<file path="config.mk">
export PLATFORM = sky130hd
export DESIGN_NAME = sid_write_player_flat
export DESIGN_NICKNAME = d
export VERILOG_FILES = /design/src/rtl/sid_wp_if.sv /design/src/rtl/sid_write_player.sv /design/src/flat_wrapper.sv
export SDC_FILE = /design/constraint.sdc
export NUM_CORES = 1
export LEC_CHECK = 0
export BUFFER_PORTS_ARGS = -buffer_cell sky130_fd_sc_hd__buf_2
export CORE_ASPECT_RATIO = 0.7
export CORE_UTILIZATION = 25
export CTS_CLUSTER_SIZE = 16
export DETAILED_ROUTE_END_ITERATION = 12
export SLEW_MARGIN = 30
export SYNTH_ARGS = -nofsm -noshare
export SYNTH_HDL_FRONTEND = slang
export SYNTH_SLANG_ARGS = --single-unit
</file>
<file path="constraint.sdc">
create_clock -name clk -period 3.11 [get_ports clk]
set_input_delay 0.1555 -clock clk [delete_from_list [all_inputs] [get_ports clk]]
set_output_delay 0.1555 -clock clk [all_outputs]
set_load 0.02 [all_outputs]
</file>
<file path="src/rtl/sid_wp_if.sv">
// Command handshake into the SID write player: 31-bit timed command words.
interface sid_wp_if;
  logic        cmd_valid;
  logic        cmd_ready;
  logic [30:0] cmd_data;

  modport master (output cmd_valid, output cmd_data, input cmd_ready);
  modport slave  (input cmd_valid, input cmd_data, output cmd_ready);
endinterface

</file>
<file path="src/rtl/sid_write_player.sv">
// Replays buffered, delay-timed SID register writes/reads onto the sid_top CPU port.
//   state | meaning
//   IDLE  | nothing in flight, waiting for a queued command
//   LOAD  | command popped into cmd_q, counter loaded
//   WAIT  | counting ce_1m ticks down to zero
//   ISSUE | bus strobes active for one clk
//   RD1   | read: sid_top settling, data captured at end
//   RD2   | read: rd_valid pulse
module sid_write_player #(
  parameter int DUAL    = 1,
  parameter int FIFO_AW = 4,
  localparam int N      = (DUAL != 0) ? 2 : 1
) (
  input  logic             clk,
  input  logic             reset_n,
  input  logic             ce_1m,
  sid_wp_if.slave          cmd,
  input  logic             flush,
  input  logic             pause,
  output logic [N-1:0]     sid_cs,
  output logic             sid_we,
  output logic [4:0]       sid_addr,
  output logic [7:0]       sid_wdata,
  input  logic [7:0]       sid_rdata,
  output logic             rd_valid,
  output logic [7:0]       rd_data,
  output logic             busy,
  output logic [FIFO_AW:0] fifo_level
);

  localparam int DEPTH = 2 ** FIFO_AW;

  typedef enum logic [2:0] {IDLE, LOAD, WAIT, ISSUE, RD1, RD2} state_t;

  state_t             state;
  logic [30:0]        mem [DEPTH];
  logic [FIFO_AW-1:0] wr_ptr;
  logic [FIFO_AW-1:0] rd_ptr;
  logic [FIFO_AW:0]   level;
  logic [30:0]        cmd_q;
  logic [15:0]        cnt;

  logic               full;
  logic               empty;
  logic               push;
  logic               pop;
  logic               chip_sel;
  logic [N-1:0]       cs_val;

  assign full          = (level == (FIFO_AW+1)'(DEPTH));
  assign empty         = (level == '0);
  assign cmd.cmd_ready = ~full;
  assign push          = cmd.cmd_valid & ~full & ~flush;
  // A finished write or read hands straight over to the next queued command.
  assign pop           = ~flush & ~empty &
                         ((state == IDLE) | ((state == ISSUE) & ~cmd_q[29]) | (state == RD2));
  assign chip_sel      = (DUAL != 0) ? cmd_q[30] : 1'b0;
  assign cs_val        = N'(1) << chip_sel;
  assign busy          = (level != '0) | (state != IDLE);
  assign fifo_level    = level;

  always_ff @(posedge clk) begin
    if (push) mem[wr_ptr] <= cmd.cmd_data;
  end

  always_ff @(posedge clk or negedge reset_n) begin
    if (!reset_n) begin
      state     <= IDLE;
      wr_ptr    <= '0;
      rd_ptr    <= '0;
      level     <= '0;
      cmd_q     <= '0;
      cnt       <= '0;
      sid_cs    <= '0;
      sid_we    <= 1'b0;
      sid_addr  <= '0;
      sid_wdata <= '0;
      rd_valid  <= 1'b0;
      rd_data   <= '0;
    end else begin
      sid_cs   <= '0;
      sid_we   <= 1'b0;
      rd_valid <= 1'b0;

      if (flush) begin
        wr_ptr <= '0;
        rd_ptr <= '0;
        level  <= '0;
      end else begin
        if (push) wr_ptr <= wr_ptr + 1'b1;
        if (pop)  rd_ptr <= rd_ptr + 1'b1;
        case ({push, pop})
          2'b10:   level <= level + 1'b1;
          2'b01:   level <= level - 1'b1;
          default: level <= level;
        endcase
      end

      if (pop) begin
        cmd_q <= mem[rd_ptr];
        cnt   <= mem[rd_ptr][15:0];
      end

      if (flush) begin
        state <= IDLE;
      end else begin
        case (state)
          IDLE:  if (pop) state <= LOAD;
          LOAD:  state <= WAIT;
          WAIT: begin
            if (ce_1m && !pause) begin
              if (cnt == '0) begin
                state     <= ISSUE;
                sid_cs    <= cs_val;
                sid_we    <= ~cmd_q[29];
                sid_addr  <= cmd_q[28:24];
                sid_wdata <= cmd_q[23:16];
              end else begin
                cnt <= cnt - 16'd1;
              end
            end
          end
          ISSUE: begin
            if (cmd_q[29]) state <= RD1;
            else           state <= pop ? LOAD : IDLE;
          end
          RD1: begin
            state    <= RD2;
            rd_data  <= sid_rdata;
            rd_valid <= 1'b1;
          end
          RD2:     state <= pop ? LOAD : IDLE;
          default: state <= IDLE;
        endcase
      end
    end
  end

endmodule
</file>
<file path="src/flat_wrapper.sv">
// flat-port wrapper written by rule: the top's interface ports become plain ports
module sid_write_player_flat 
#(
  parameter int DUAL    = 1,
  parameter int FIFO_AW = 4,
  localparam int N      = (DUAL != 0) ? 2 : 1
)
  (clk, reset_n, ce_1m, flush, pause, sid_cs, sid_we, sid_addr, sid_wdata, sid_rdata, rd_valid, rd_data, busy, fifo_level, cmd_cmd_valid, cmd_cmd_data, cmd_cmd_ready);
  sid_wp_if cmd_i ();
  input  logic clk;
  input  logic reset_n;
  input  logic ce_1m;
  input  logic flush;
  input  logic pause;
  output logic [N-1:0] sid_cs;
  output logic sid_we;
  output logic [4:0] sid_addr;
  output logic [7:0] sid_wdata;
  input  logic [7:0] sid_rdata;
  output logic rd_valid;
  output logic [7:0] rd_data;
  output logic busy;
  output logic [FIFO_AW:0] fifo_level;
  input wire logic [$bits(cmd_i.cmd_valid)-1:0] cmd_cmd_valid;
  input wire logic [$bits(cmd_i.cmd_data)-1:0] cmd_cmd_data;
  output wire logic [$bits(cmd_i.cmd_ready)-1:0] cmd_cmd_ready;
  assign cmd_i.cmd_valid = cmd_cmd_valid;
  assign cmd_i.cmd_data = cmd_cmd_data;
  assign cmd_cmd_ready = cmd_i.cmd_ready;
  sid_write_player #(.DUAL(DUAL), .FIFO_AW(FIFO_AW)) u_core (.clk(clk), .reset_n(reset_n), .ce_1m(ce_1m), .cmd(cmd_i), .flush(flush), .pause(pause), .sid_cs(sid_cs), .sid_we(sid_we), .sid_addr(sid_addr), .sid_wdata(sid_wdata), .sid_rdata(sid_rdata), .rd_valid(rd_valid), .rd_data(rd_data), .busy(busy), .fifo_level(fifo_level));
endmodule
</file>
==> metrics <==
routability congestion estimate=around 0.77; gr usage total=between 10% and 20%; Crit path largest cell delay=520 ps; critical path peak fanout=10; area growth from synthesis to layout=19.00%; port buffer count=76; syn avg cell area=just under 20 um^2; # resized after CTS=0; commonest non-fill, non-tap cells in the layout=edfxtp_1, mux4_2, buf_2, dfrtp_1, clkbuf_16; initial antenna violation count=8; DR vias=11,581; PwrDens=748.3 mW/mm^2; register bit total from synthesis=568; drt pass-1 iters=6; largest net degree at the start of global routing=75; Non-Filler Instances=2,519; Max VDD drop=about 0.46 mV; # nets final=1,366; die height=253.4 um; Clock Latency Late Sink=620 ps; Synth Area in XOR/XNOR=less than 1%; number of remaining DRC errors=0; period utilization=93.10%; TritonCTS clock tree=yes; Arr. time, crit path=3380 ps; RSZ-0062 raised after global routing=false; CTS max path bufs=3; Root Buffer=clkbuf_16; Fillers=8,607; netlist area before placement=0.02258 mm^2; main combinational cell family by area after synthesis=multiplexers; vias in the first global route=11,939; Peak Freq=345.4 MHz; hold buffers post-CTS=42; CP Capture Type=flip-flop; Design Area, Final=0.02687 mm^2; most common cell after layout, fill and taps aside=edfxtp_1; Most used DFF post-synth=edfxtp_1; htree depth=2; Syn Inst Count=roughly 1,200; share of post-route cells with drive strength above 1=28.51%; first-pass GRT wire length=78,190 um; Worst-Margin Slew=693.0 ps; dpl cells=around 2,400; outcome=complete, no violations; starting density of the core=around 25%; antenna-violating nets left=0; grt total ovfl=0; TNS Setup=0 ps; ys async rst share=12.68%; number of top-level design ports=77; std cell rows=91; Compound-Gate Fraction of Synth Area=3.175%; Final setup viols=0; Avg WL per Cell=20.85 um; DR iter-0 viols=1,262; clk_skew=27.86 ps; die width=361.2 um; Static Leakage=8.713 nW; Critical Path, Cell by Cell=nor4_4 > a21boi_2 > nor3_4 > ha_1 > and2_1 > a21oi_1 > a2bb2oi_1 > mux2_2; Final min period=2895 ps; Inserted Clock Buffers=53; total wire length=52,510 um; HPWL Detailed=29,380 um; Setup CP Type=reg2reg; synth warn=0; Synth Area in Simple Gates=4.876%; Worst path slowest cell=dfrtp_1; post-synth net total=1,214; mux cell area share after synthesis=15.49%; Reg clk slew, reported paths=60 ps; Slew HR=a little over half; Tot Pwr=~20 mW; adder-cell area share of the yosys netlist=0.4987%; DIE AREA=about 0.092 mm^2; final-report hold violation count=0; sequential element share of the synthesized area=73.94%; Critical Path RT=~3600 ps; setup bufs post-CTS=0; DR vias/cell=approximately 4.6; CORE AREA=0.08881 mm^2; worst hold path class=in2reg; Distinct cells, synth=63; startpoint types=flip-flop; max_cap viols=0; CTS sink cnt=568; Post-DP Area=0.02474 mm^2; number of flops mapped to enable cells by yosys=496; Final Max Tran Viols=0
==> power breakdown <==
group	switching [mW]	leakage [nW]	internal (mW)
clock	2.83	0.837	3.59
combinational	2.44	2.49	2.14
sequential	0.392	5.38	8.72
total	5.66	8.71	14.4
==> cell type report <==
type | instances | area [um^2] | share of cell area (%)
Sequential cell | 568 | 16700 | 62.17
Multi-Input combinational cell | 519 | 5588 | 20.80
Tap cell | 1162 | 1454 | 5.411
Clock buffer | 65 | 1381 | 5.141
Timing Repair Buffer | 159 | 1378 | 5.127
Clock inverter | 32 | 314.1 | 1.169
Inverter | 11 | 41.29 | 0.1537
Antenna cell | 3 | 7.507 | 0.02794
==> flip-flops by register name, indices dropped and copies added, names as in the netlist <==
register,count
u_core.mem,496
u_core.cnt,16
u_core.cmd_q,15
u_core.rd_data,8
u_core.sid_wdata,8
u_core.fifo_level,5
u_core.sid_addr,5
u_core.rd_ptr,4
u_core.wr_ptr,4
u_core.state,3
u_core.sid_cs,2
u_core.rd_valid,1
u_core.sid_we,1
==> kinds of logic after synthesis <==
kind of cell             after synthesis
flip-flops                           568
multiplexers                         203
AND/OR/NAND/NOR                      197
AO/OA/AOI/OAI                        103
buffers and inverters                 73
adder cells (fa/ha/maj)                9
XOR/XNOR                               7
==> routing by layer <==
layer,global-route usage [%],vias to the layer above,routed length (um)
li1,-,5045,-
met1,16.70,6096,25000
met4,2.954,10,1007
met5,0,-,83
met2,17.39,347,23390
met3,2.216,83,3032
==> worst max-delay path: cells and delay by family, from the launching register on <==
kind            cells  cell delay [ps]
flops               1              520
compound gates      3              520
simple gates        3             1010
mux                 1              360
fa+ha+maj           1              360
==> through the flow <==
step                      setup slack, ps  hold WS, ps  utilization, %
after floorplan                     84.31       -140.1               -
final                               214.7        33.90           30.25
after global placement              369.4        362.6           27.86
after CTS                           257.2        1.437           30.24
after detailed placement            268.4        383.5           27.86
after global routing                54.46        76.30           30.25
==> synthesized netlist by cell type, types with 5 or more instances <==
cell type    n  area, um^2
a21oi_1     13       65.06
a221oi_1     7       61.31
a22oi_1      5       37.54
and3_1      12       75.07
buf_1        5       18.77
buf_2       17       85.08
buf_4       10       75.07
buf_6        8       90.09
clkbuf_1    22       82.58
dfrtp_1     72        1802
edfxtp_1   496       14890
ha_1         9       112.6
inv_1       10       37.54
mux2_2      42       473.0
mux2i_1     48       480.5
mux4_2     113        2545
nand2_1     38       142.6
nand2b_1     5       31.28
nand3_1      8       40.04
nand4_1      5       31.28
nor2_1      48       180.2
nor2b_1     19       118.9
nor3_1      28       140.1
nor4_2       5       62.56
o21ai_0     24       120.1
o221ai_1    17       148.9
o22ai_1     16       100.1
==> final timing paths <==
check                                          start              endpoint  slack, ps  cells past startpoint
worst max-delay path            u_core.fifo_level[1]  u_core.fifo_level[4]        210                      8
worst min-delay path                           ce_1m       u_core.state[0]         30                      5
worst max register to register  u_core.fifo_level[1]  u_core.fifo_level[4]        210                      8
worst min register to register      u_core.cmd_q[30]      u_core.sid_cs[0]        440                      1
max in group asynchronous                    reset_n      u_core.rd_ptr[1]       2440                      2
min in group asynchronous                    reset_n  u_core.fifo_level[2]        130                      2
Power figures use the tool's default switching activity.
